`config.mk`:
```
export PLATFORM = sky130hd
export DESIGN_NAME = axi_mem_arbiter
export DESIGN_NICKNAME = d
export VERILOG_FILES = /design/src/rtl/axi_pkg.sv /design/src/rtl/rr_arbiter.sv /design/src/rtl/axi_mem_arbiter.sv
export SDC_FILE = /design/constraint.sdc
export NUM_CORES = 1
export LEC_CHECK = 0
export CAP_MARGIN = 40
export CORE_AREA = 5 5 154 156
export CTS_BUF_LIST = sky130_fd_sc_hd__clkbuf_4
export DETAILED_ROUTE_END_ITERATION = 8
export DIE_AREA = 0 0 159 161
export GPL_TIMING_DRIVEN = 0
export SETUP_SLACK_MARGIN = 0.15
export SYNTH_ARGS = -nofsm -noshare
export SYNTH_HDL_FRONTEND = slang
export SYNTH_SLANG_ARGS = --single-unit
export TNS_END_PERCENT = 20
```
`constraint.sdc`:
```
create_clock -name clock -period 2 [get_ports clock]
set_input_delay 0.5 -clock clock [delete_from_list [all_inputs] [get_ports clock]]
set_output_delay 0.5 -clock clock [all_outputs]
set_load 0.02 [all_outputs]
```
`src/rtl/axi_pkg.sv`:
```
// Shared AXI constants, FSM state types and the burst descriptor for the memory arbiter.
// Latency: n/a (types and constants only).
// Backpressure: n/a.
package axi_pkg;

  localparam int ID_W       = 4;
  localparam int AXI_ADDR_W = 32;

  localparam logic [1:0] BURST_INCR = 2'b01;

  typedef enum logic [1:0] {
    R_IDLE,
    R_ADDR,
    R_DATA
  } rd_state_t;

  typedef enum logic [1:0] {
    W_IDLE,
    W_ADDR,
    W_DATA,
    W_RESP
  } wr_state_t;

  // Burst descriptor latched at grant time and replayed on AR/AW.
  typedef struct packed {
    logic [AXI_ADDR_W-1:0] addr;
    logic [7:0]            len;
    logic [2:0]            size;
  } axi_req_t;

endpackage

```
`src/rtl/rr_arbiter.sv`:
```
// N-way request arbiter, one-hot grant plus binary index; round-robin when AXI_ARB_RR_EN is
// defined (search starts at a pointer that moves to winner+1 on each taken grant), otherwise
// fixed priority with the lowest index winning. Latency: combinational grant. Backpressure: none.
// Ports: clock/reset (pointer only), req, advance (grant consumed this cycle), grant, grant_idx.
module rr_arbiter #(
  parameter int N     = 2,
  parameter int IDX_W = (N > 1) ? $clog2(N) : 1
) (
  input  logic             clock,
  input  logic             reset,
  input  logic [N-1:0]     req,
  input  logic             advance,
  output logic [N-1:0]     grant,
  output logic [IDX_W-1:0] grant_idx
);

`ifdef AXI_ARB_RR_EN

  logic [IDX_W-1:0] ptr;
  logic [IDX_W:0]   sum;
  logic [IDX_W-1:0] cand;

  // Walk offsets from the highest down so the smallest offset from ptr is the last writer.
  always_comb begin
    grant     = '0;
    grant_idx = '0;
    sum       = '0;
    cand      = '0;
    for (int k = N - 1; k >= 0; k--) begin
      sum = {1'b0, ptr} + (IDX_W + 1)'(k);
      if (sum >= (IDX_W + 1)'(N)) begin
        sum = sum - (IDX_W + 1)'(N);
      end
      cand = sum[IDX_W-1:0];
      if (req[cand]) begin
        grant       = '0;
        grant[cand] = 1'b1;
        grant_idx   = cand;
      end
    end
  end

  always_ff @(posedge clock) begin
    if (reset) begin
      ptr <= '0;
    end else if (advance) begin
      ptr <= (grant_idx == IDX_W'(N - 1)) ? '0 : grant_idx + IDX_W'(1);
    end
  end

`else

  always_comb begin
    grant     = '0;
    grant_idx = '0;
    for (int i = N - 1; i >= 0; i--) begin
      if (req[i]) begin
        grant     = '0;
        grant[i]  = 1'b1;
        grant_idx = IDX_W'(i);
      end
    end
  end

  // Fixed priority keeps no state.
  logic unused_fixed;
  assign unused_fixed = ^{clock, reset, advance};

`endif

endmodule

```
`src/rtl/axi_mem_arbiter.sv`:
```
// Shares one AXI4 master port between N_RD read clients (one outstanding burst) and one
// write-back client. Latency: request to AR/AW valid 1 cycle; R and W beats pass through
// combinationally. Backpressure: AR/AW held until ready; io_rready/wr_wready follow the client/slave.
// Ports: rd_req_* / rd_r* read clients (packed per client), wr_req_* / wr_w* / wr_done write
// client, io_* AXI4 master. Optional macro AXI_ARB_RR_EN selects round-robin read arbitration.
module axi_mem_arbiter
  import axi_pkg::*;
#(
  parameter int N_RD   = 2,
  parameter int ADDR_W = 32,
  parameter int DATA_W = 32
) (
  input  logic                     clock,
  input  logic                     reset,
  // read clients
  input  logic [N_RD-1:0]          rd_req_valid,
  output logic [N_RD-1:0]          rd_req_ready,
  input  logic [N_RD*ADDR_W-1:0]   rd_req_addr,
  input  logic [N_RD*8-1:0]        rd_req_len,
  input  logic [N_RD*3-1:0]        rd_req_size,
  output logic [N_RD-1:0]          rd_rvalid,
  output logic [N_RD-1:0]          rd_rlast,
  input  logic [N_RD-1:0]          rd_rready,
  output logic [DATA_W-1:0]        rd_rdata,
  // write-back client
  input  logic                     wr_req_valid,
  output logic                     wr_req_ready,
  input  logic [ADDR_W-1:0]        wr_req_addr,
  input  logic [7:0]               wr_req_len,
  input  logic [2:0]               wr_req_size,
  input  logic [DATA_W-1:0]        wr_wdata,
  input  logic [DATA_W/8-1:0]      wr_wstrb,
  input  logic                     wr_wvalid,
  output logic                     wr_wready,
  output logic                     wr_done,
  // AXI4 AR
  output logic [ADDR_W-1:0]        io_araddr,
  output logic [7:0]               io_arlen,
  output logic [2:0]               io_arsize,
  output logic [1:0]               io_arburst,
  output logic [ID_W-1:0]          io_arid,
  output logic                     io_arvalid,
  input  logic                     io_arready,
  // AXI4 R
  input  logic [DATA_W-1:0]        io_rdata,
  input  logic [1:0]               io_rresp,
  input  logic                     io_rlast,
  input  logic [ID_W-1:0]          io_rid,
  input  logic                     io_rvalid,
  output logic                     io_rready,
  // AXI4 AW
  output logic [ADDR_W-1:0]        io_awaddr,
  output logic [7:0]               io_awlen,
  output logic [2:0]               io_awsize,
  output logic [1:0]               io_awburst,
  output logic [ID_W-1:0]          io_awid,
  output logic                     io_awvalid,
  input  logic                     io_awready,
  // AXI4 W
  output logic [DATA_W-1:0]        io_wdata,
  output logic [DATA_W/8-1:0]      io_wstrb,
  output logic                     io_wlast,
  output logic                     io_wvalid,
  input  logic                     io_wready,
  // AXI4 B
  input  logic [1:0]               io_bresp,
  input  logic [ID_W-1:0]          io_bid,
  input  logic                     io_bvalid,
  output logic                     io_bready
);

  localparam int IDX_W = (N_RD > 1) ? $clog2(N_RD) : 1;

  // ---------------------------------------------------------------- read side
  rd_state_t        rd_state;
  logic [IDX_W-1:0] rd_idx;
  axi_req_t         ar_q;
  logic [ID_W-1:0]  ar_id_q;

  logic [N_RD-1:0]  arb_grant;
  logic [IDX_W-1:0] arb_idx;
  logic             arb_take;
  axi_req_t         rd_pick;

  assign arb_take = (rd_state == R_IDLE) && (|rd_req_valid);

  rr_arbiter #(
    .N     (N_RD),
    .IDX_W (IDX_W)
  ) u_rd_arb (
    .clock     (clock),
    .reset     (reset),
    .req       (rd_req_valid),
    .advance   (arb_take),
    .grant     (arb_grant),
    .grant_idx (arb_idx)
  );

  always_comb begin
    rd_pick      = '0;
    rd_pick.addr = rd_req_addr[arb_idx*ADDR_W +: ADDR_W];
    rd_pick.len  = rd_req_len[arb_idx*8 +: 8];
    rd_pick.size = rd_req_size[arb_idx*3 +: 3];
  end

  // The AR payload is only reloaded in R_IDLE, so it stays stable while io_arvalid waits.
  always_ff @(posedge clock) begin
    if (reset) begin
      rd_state <= R_IDLE;
      rd_idx   <= '0;
      ar_q     <= '0;
      ar_id_q  <= '0;
    end else begin
      case (rd_state)
        R_IDLE: begin
          if (arb_take) begin
            rd_idx   <= arb_idx;
            ar_q     <= rd_pick;
            ar_id_q  <= ID_W'(arb_idx);
            rd_state <= R_ADDR;
          end
        end
        R_ADDR: begin
          if (io_arready) begin
            rd_state <= R_DATA;
          end
        end
        R_DATA: begin
          if (io_rvalid && io_rready && io_rlast) begin
            rd_state <= R_IDLE;
          end
        end
        default: rd_state <= R_IDLE;
      endcase
    end
  end

  assign io_arvalid = (rd_state == R_ADDR);
  assign io_araddr  = ar_q.addr;
  assign io_arlen   = ar_q.len;
  assign io_arsize  = ar_q.size;
  assign io_arburst = BURST_INCR;
  assign io_arid    = ar_id_q;

  // Only the owning client sees the R channel; everyone else reads zeros.
  always_comb begin
    rd_req_ready = '0;
    rd_rvalid    = '0;
    rd_rlast     = '0;
    rd_rdata     = '0;
    io_rready    = 1'b0;
    if ((rd_state == R_ADDR) && io_arready) begin
      rd_req_ready[rd_idx] = 1'b1;
    end
    if (rd_state == R_DATA) begin
      rd_rvalid[rd_idx] = io_rvalid;
      rd_rlast[rd_idx]  = io_rvalid & io_rlast;
      rd_rdata          = io_rdata;
      io_rready         = rd_rready[rd_idx];
    end
  end

  // --------------------------------------------------------------- write side
  wr_state_t wr_state;
  axi_req_t  aw_q;
  logic [7:0] wcnt;

  always_ff @(posedge clock) begin
    if (reset) begin
      wr_state <= W_IDLE;
      aw_q     <= '0;
      wcnt     <= '0;
      wr_done  <= 1'b0;
    end else begin
      wr_done <= 1'b0;
      case (wr_state)
        W_IDLE: begin
          if (wr_req_valid) begin
            aw_q.addr <= wr_req_addr;
            aw_q.len  <= wr_req_len;
            aw_q.size <= wr_req_size;
            wcnt      <= '0;
            wr_state  <= W_ADDR;
          end
        end
        W_ADDR: begin
          if (io_awready) begin
            wr_state <= W_DATA;
          end
        end
        W_DATA: begin
          if (io_wvalid && io_wready) begin
            wcnt <= wcnt + 8'd1;
            if (io_wlast) begin
              wr_state <= W_RESP;
            end
          end
        end
        W_RESP: begin
          if (io_bvalid) begin
            wr_done  <= 1'b1;
            wr_state <= W_IDLE;
          end
        end
        default: wr_state <= W_IDLE;
      endcase
    end
  end

  assign wr_req_ready = (wr_state == W_IDLE);

  assign io_awvalid = (wr_state == W_ADDR);
  assign io_awaddr  = aw_q.addr;
  assign io_awlen   = aw_q.len;
  assign io_awsize  = aw_q.size;
  assign io_awburst = BURST_INCR;
  assign io_awid    = '0;

  // wlast comes from our own beat count, so the client never has to supply it.
  assign io_wdata  = wr_wdata;
  assign io_wstrb  = wr_wstrb;
  assign io_wvalid = (wr_state == W_DATA) & wr_wvalid;
  assign wr_wready = (wr_state == W_DATA) & io_wready;
  assign io_wlast  = (wr_state == W_DATA) & (wcnt == aw_q.len);
  assign io_bready = (wr_state == W_RESP);

  // No error path and a single outstanding burst per channel: responses and ids carry no information.
  logic unused_ok;
  assign unused_ok = ^{io_rresp, io_rid, io_bresp, io_bid, arb_grant};

endmodule

```
==> impl_metrics.tcl, run 1 <==
set metrics [dict create \
    place_hpwl_mm 16.5 \
    ys_async_sr_fraction_pct 0 \
    ys_seq_area_share_pct 41.3 \
    setup_ws_ns -0.0832 \
    ys_ff_latch 100 \
    hp-class "reg -> reg" \
    dieArea_um2 25600 \
    outcome "finished, violations left" \
    p_leak_nw 4.03 \
    yosys-top-cells-area "dfxtp_1, mux2i_1, buf_4" \
    max_slew_margin_pct 65.9 \
    n_fill_cell 2305 \
    drt_iter0_markers 177 \
    yosysTopAreaCellShare_pct 41.3 \
    initial_core_util_pct 21.8 \
    synthTopCellsByCount "dfxtp_1, nand2_1, nor2_1" \
    cts_root_buf "clkbuf_4" \
    avgSynthCellArea_um2 8.39 \
    syn_area_um2 4850 \
    overflow 0 \
    crit_path_start "rd_state[1]" \
    setup_tns_ns -0.955 \
    setup_viol 31 \
    place.gp.congestion 0.845 \
    nets 1188 \
    grt_max_degree 18 \
    worst_pin_slew_ns 0.511 \
    critPathArrivalTime_ns 1.58 \
    ys.flop_type "dfxtp_1" \
    clk_pin_slew_ns 0.17 \
    io_pins 404 \
    rows 55 \
    post_drt_wl_per_cell_um 16.6 \
    worstSetupEndpointType "output pin" \
    rsz0062_at_grt "yes" \
    cts_buffers 9 \
    violations "negative setup slack" \
    htree_levels 3 \
    routed_wl_mm 20.8 \
    utilization_pct 41.8 \
    power_density_nw_per_um2 688 \
    grtUsageTotal_pct 15.2 \
    antenna_found_initial 2 \
    hold_viol_final 0 \
    drc 0 \
    critPathSlowestCell "dfxtp_2" \
    drive_gt1_share_pct 24.9 \
    routed-via-count 5251 \
    grt_pass1_wl_mm 31.0 \
    portBuffers 344 \
    skew_ns 0.0145 \
    crit_chain "nor2b_4, buf_8, and3_1, and2_4, buf_6" \
    die-width_um 159 \
    ant_nets 0 \
    via_per_inst 4.19 \
    grt_pass1_vias 5239 \
    cp-start-kind "flip-flop" \
    min_period_ns 2.08 \
    syn2layout_area_growth_pct 91.4 \
    max_stage_delay_ns 0.37 \
    cpLargestDelayFamily "simple AND/OR/NAND/NOR gates" \
    fmax_mhz 480 \
    cts_tree "yes" \
    coreArea_um2 22200 \
    yosys.area.top_type "dfxtp_1" \
    min_from "io_awsize[1]" \
    synth_cell_types 35 \
    cts_hold_buf 0 \
    cap_violations 0 \
    vdd_drop_max_v 0.000287 \
    synth_edf_count 0 \
    netlist_instances 578 \
    worst_skew_pair.late_latency_ns 0.46 \
    yosysWarnings 0 \
    synth_most_common_cell "dfxtp_1" \
    first_pass_iters 4 \
    crit_type "reg -> out" \
    clock-sinks 100 \
    period_share_pct 104 \
    cp_data_required_time_ns 1.50 \
    worstReg2RegStart "wcnt[3]" \
    crit_fanout 7 \
    cp_num_buf_inv 2 \
    clockBufferDepth 2 \
    slew_viol_final 0 \
    die_h_um 161 \
]
area by class of cell:
class                      count  area, µm²  area share (%)
sequential                   100       2030            21.9
antenna                        3       7.51          0.0808
inverter                       6       22.5           0.242
buffer                        89        638            6.87
multi-input combinational    392       2550            27.5
clock buffer                  10       75.1           0.808
tap                          285        357            3.84
clock inverter                 6       48.8           0.525
timing repair buffer         362       3560            38.3
registers in the layout (all words and copies together), names as in the netlist, 3 cells and up:
name       flops
io_awaddr     32
io_araddr     32
io_awsize      3
wcnt           8
io_arsize      3
io_awlen       8
io_arlen       8
power by group:
part	total, W	switching (W)	internal [W]
registers	0.00246	0.000172	0.00229
logic	0.00290	0.00152	0.00139
clock network	0.00102	0.000738	0.000284
routing by layer:
layer	vias up	wire length, µm	part of all wire (%)	track usage [%]
li1	2655	-	-	-
met1	2389	8510	41	18.3
met2	199	10400	50	26.2
met3	8	1710	8.2	5.89
met4	0	140	0.67	2.68
met5	-	0	0	0
worst paths after layout:
check                 endpoint  slack (ns)  cells after the start
setup / recovery   rd_rlast[1]       -0.08                      5
hold reg to reg   io_awsize[1]        0.46                      2
hold / removal    io_awsize[1]        0.46                      2
setup reg to reg   wr_state[1]           0                     10
cells in the final DEF, fill, tap and decap left out, types with 2 or more instances in the layout:
cell type | netlist | final
clkbuf_8 | 0 | 4
dfxtp_4 | 0 | 2
diode_2 | 0 | 3
dlygate4sd2_1 | 0 | 87
and2_1 | 37 | 2
conb_1 | 2 | 11
nand3_1 | 3 | 3
and2_4 | 0 | 35
inv_2 | 0 | 3
dfxtp_1 | 100 | 82
buf_8 | 0 | 4
clkbuf_1 | 27 | 7
or3_1 | 2 | 2
xnor2_1 | 12 | 9
nor2b_2 | 0 | 2
buf_6 | 2 | 48
nand4_1 | 3 | 3
clkbuf_2 | 1 | 14
xnor2_2 | 0 | 3
nor4_1 | 4 | 4
clkinv_4 | 0 | 2
buf_4 | 48 | 61
nand2_1 | 92 | 90
buf_2 | 9 | 11
nor3_1 | 3 | 2
clkdlybuf4s50_1 | 0 | 210
a21oi_1 | 50 | 50
and3_1 | 3 | 3
buf_1 | 2 | 2
nor2_1 | 53 | 51
clkbuf_16 | 0 | 2
clkbuf_4 | 0 | 11
a211oi_1 | 45 | 44
nor2b_1 | 7 | 3
ha_4 | 0 | 3
o21ai_0 | 6 | 5
inv_1 | 6 | 3
mux2i_1 | 45 | 44
nor2b_4 | 0 | 2
dfxtp_2 | 0 | 16
worst reg2reg max path: cells and delay by family, from the launching register on:
| family | cells | cell delay, ns |
|---|---|---|
| XOR/XNOR | 1 | 0.12 |
| flip-flops | 1 | 0.35 |
| AND/OR/NAND/NOR | 2 | 0.60 |
| AO/OA/AOI/OAI | 1 | 0.14 |
| buffers and inverters | 6 | 0.69 |
cells by family (layout without fill, tap and decap cells):
family / Yosys count / count (layout) / synth area share (%)
muxes: 45 / 45 / 9.28
and+or+nand+nor: 214 / 214 / 20.6
AOI/OAI and AO/OA: 105 / 105 / 13.6
buffers and inverters: 95 / 473 / 11.6
other: 2 / 14 / 0.155
xor gates and xnor gates: 12 / 12 / 2.17
adders and majority gates: 5 / 5 / 1.29
DFF: 100 / 100 / 41.3
repair_timing:
item / CTS / global route
hold endpoints to repair: 0 / 0
resized for setup: 441 / 59
setup endpoints to repair: 210 / 136
buffers inserted: 11 / 2
pin swaps: 28 / 11
gates cloned: 4 / 0
per-stage QoR:
| step | std cells | hold slack, ns | area (µm²) | total power [W] | setup slack [ns] |
|---|---|---|---|---|---|
| after detailed placement | 1217 | 0.447 | 8700 | 0.00529 | -0.546 |
| final | 1253 | 0.463 | 9290 | 0.00639 | -0.0832 |
| after floorplan | 587 | 0.483 | 4890 | 0.00389 | 0.119 |
| after global placement | 1216 | 0.441 | 8690 | 0.00527 | -0.800 |
| after CTS | 1248 | 0.466 | 9140 | 0.00640 | -0.154 |
| after global routing | 1253 | 0.474 | 9290 | 0.00683 | -0.220 |
(Power assumes the default switching activity.)
==> inputs of run 2 (changes only) <==
Settings changed: HOLD_SLACK_MARGIN from default to 0.15.
==> results of run 2 <==
No change in the layout: final DEF, timing and power equal those of run 1.
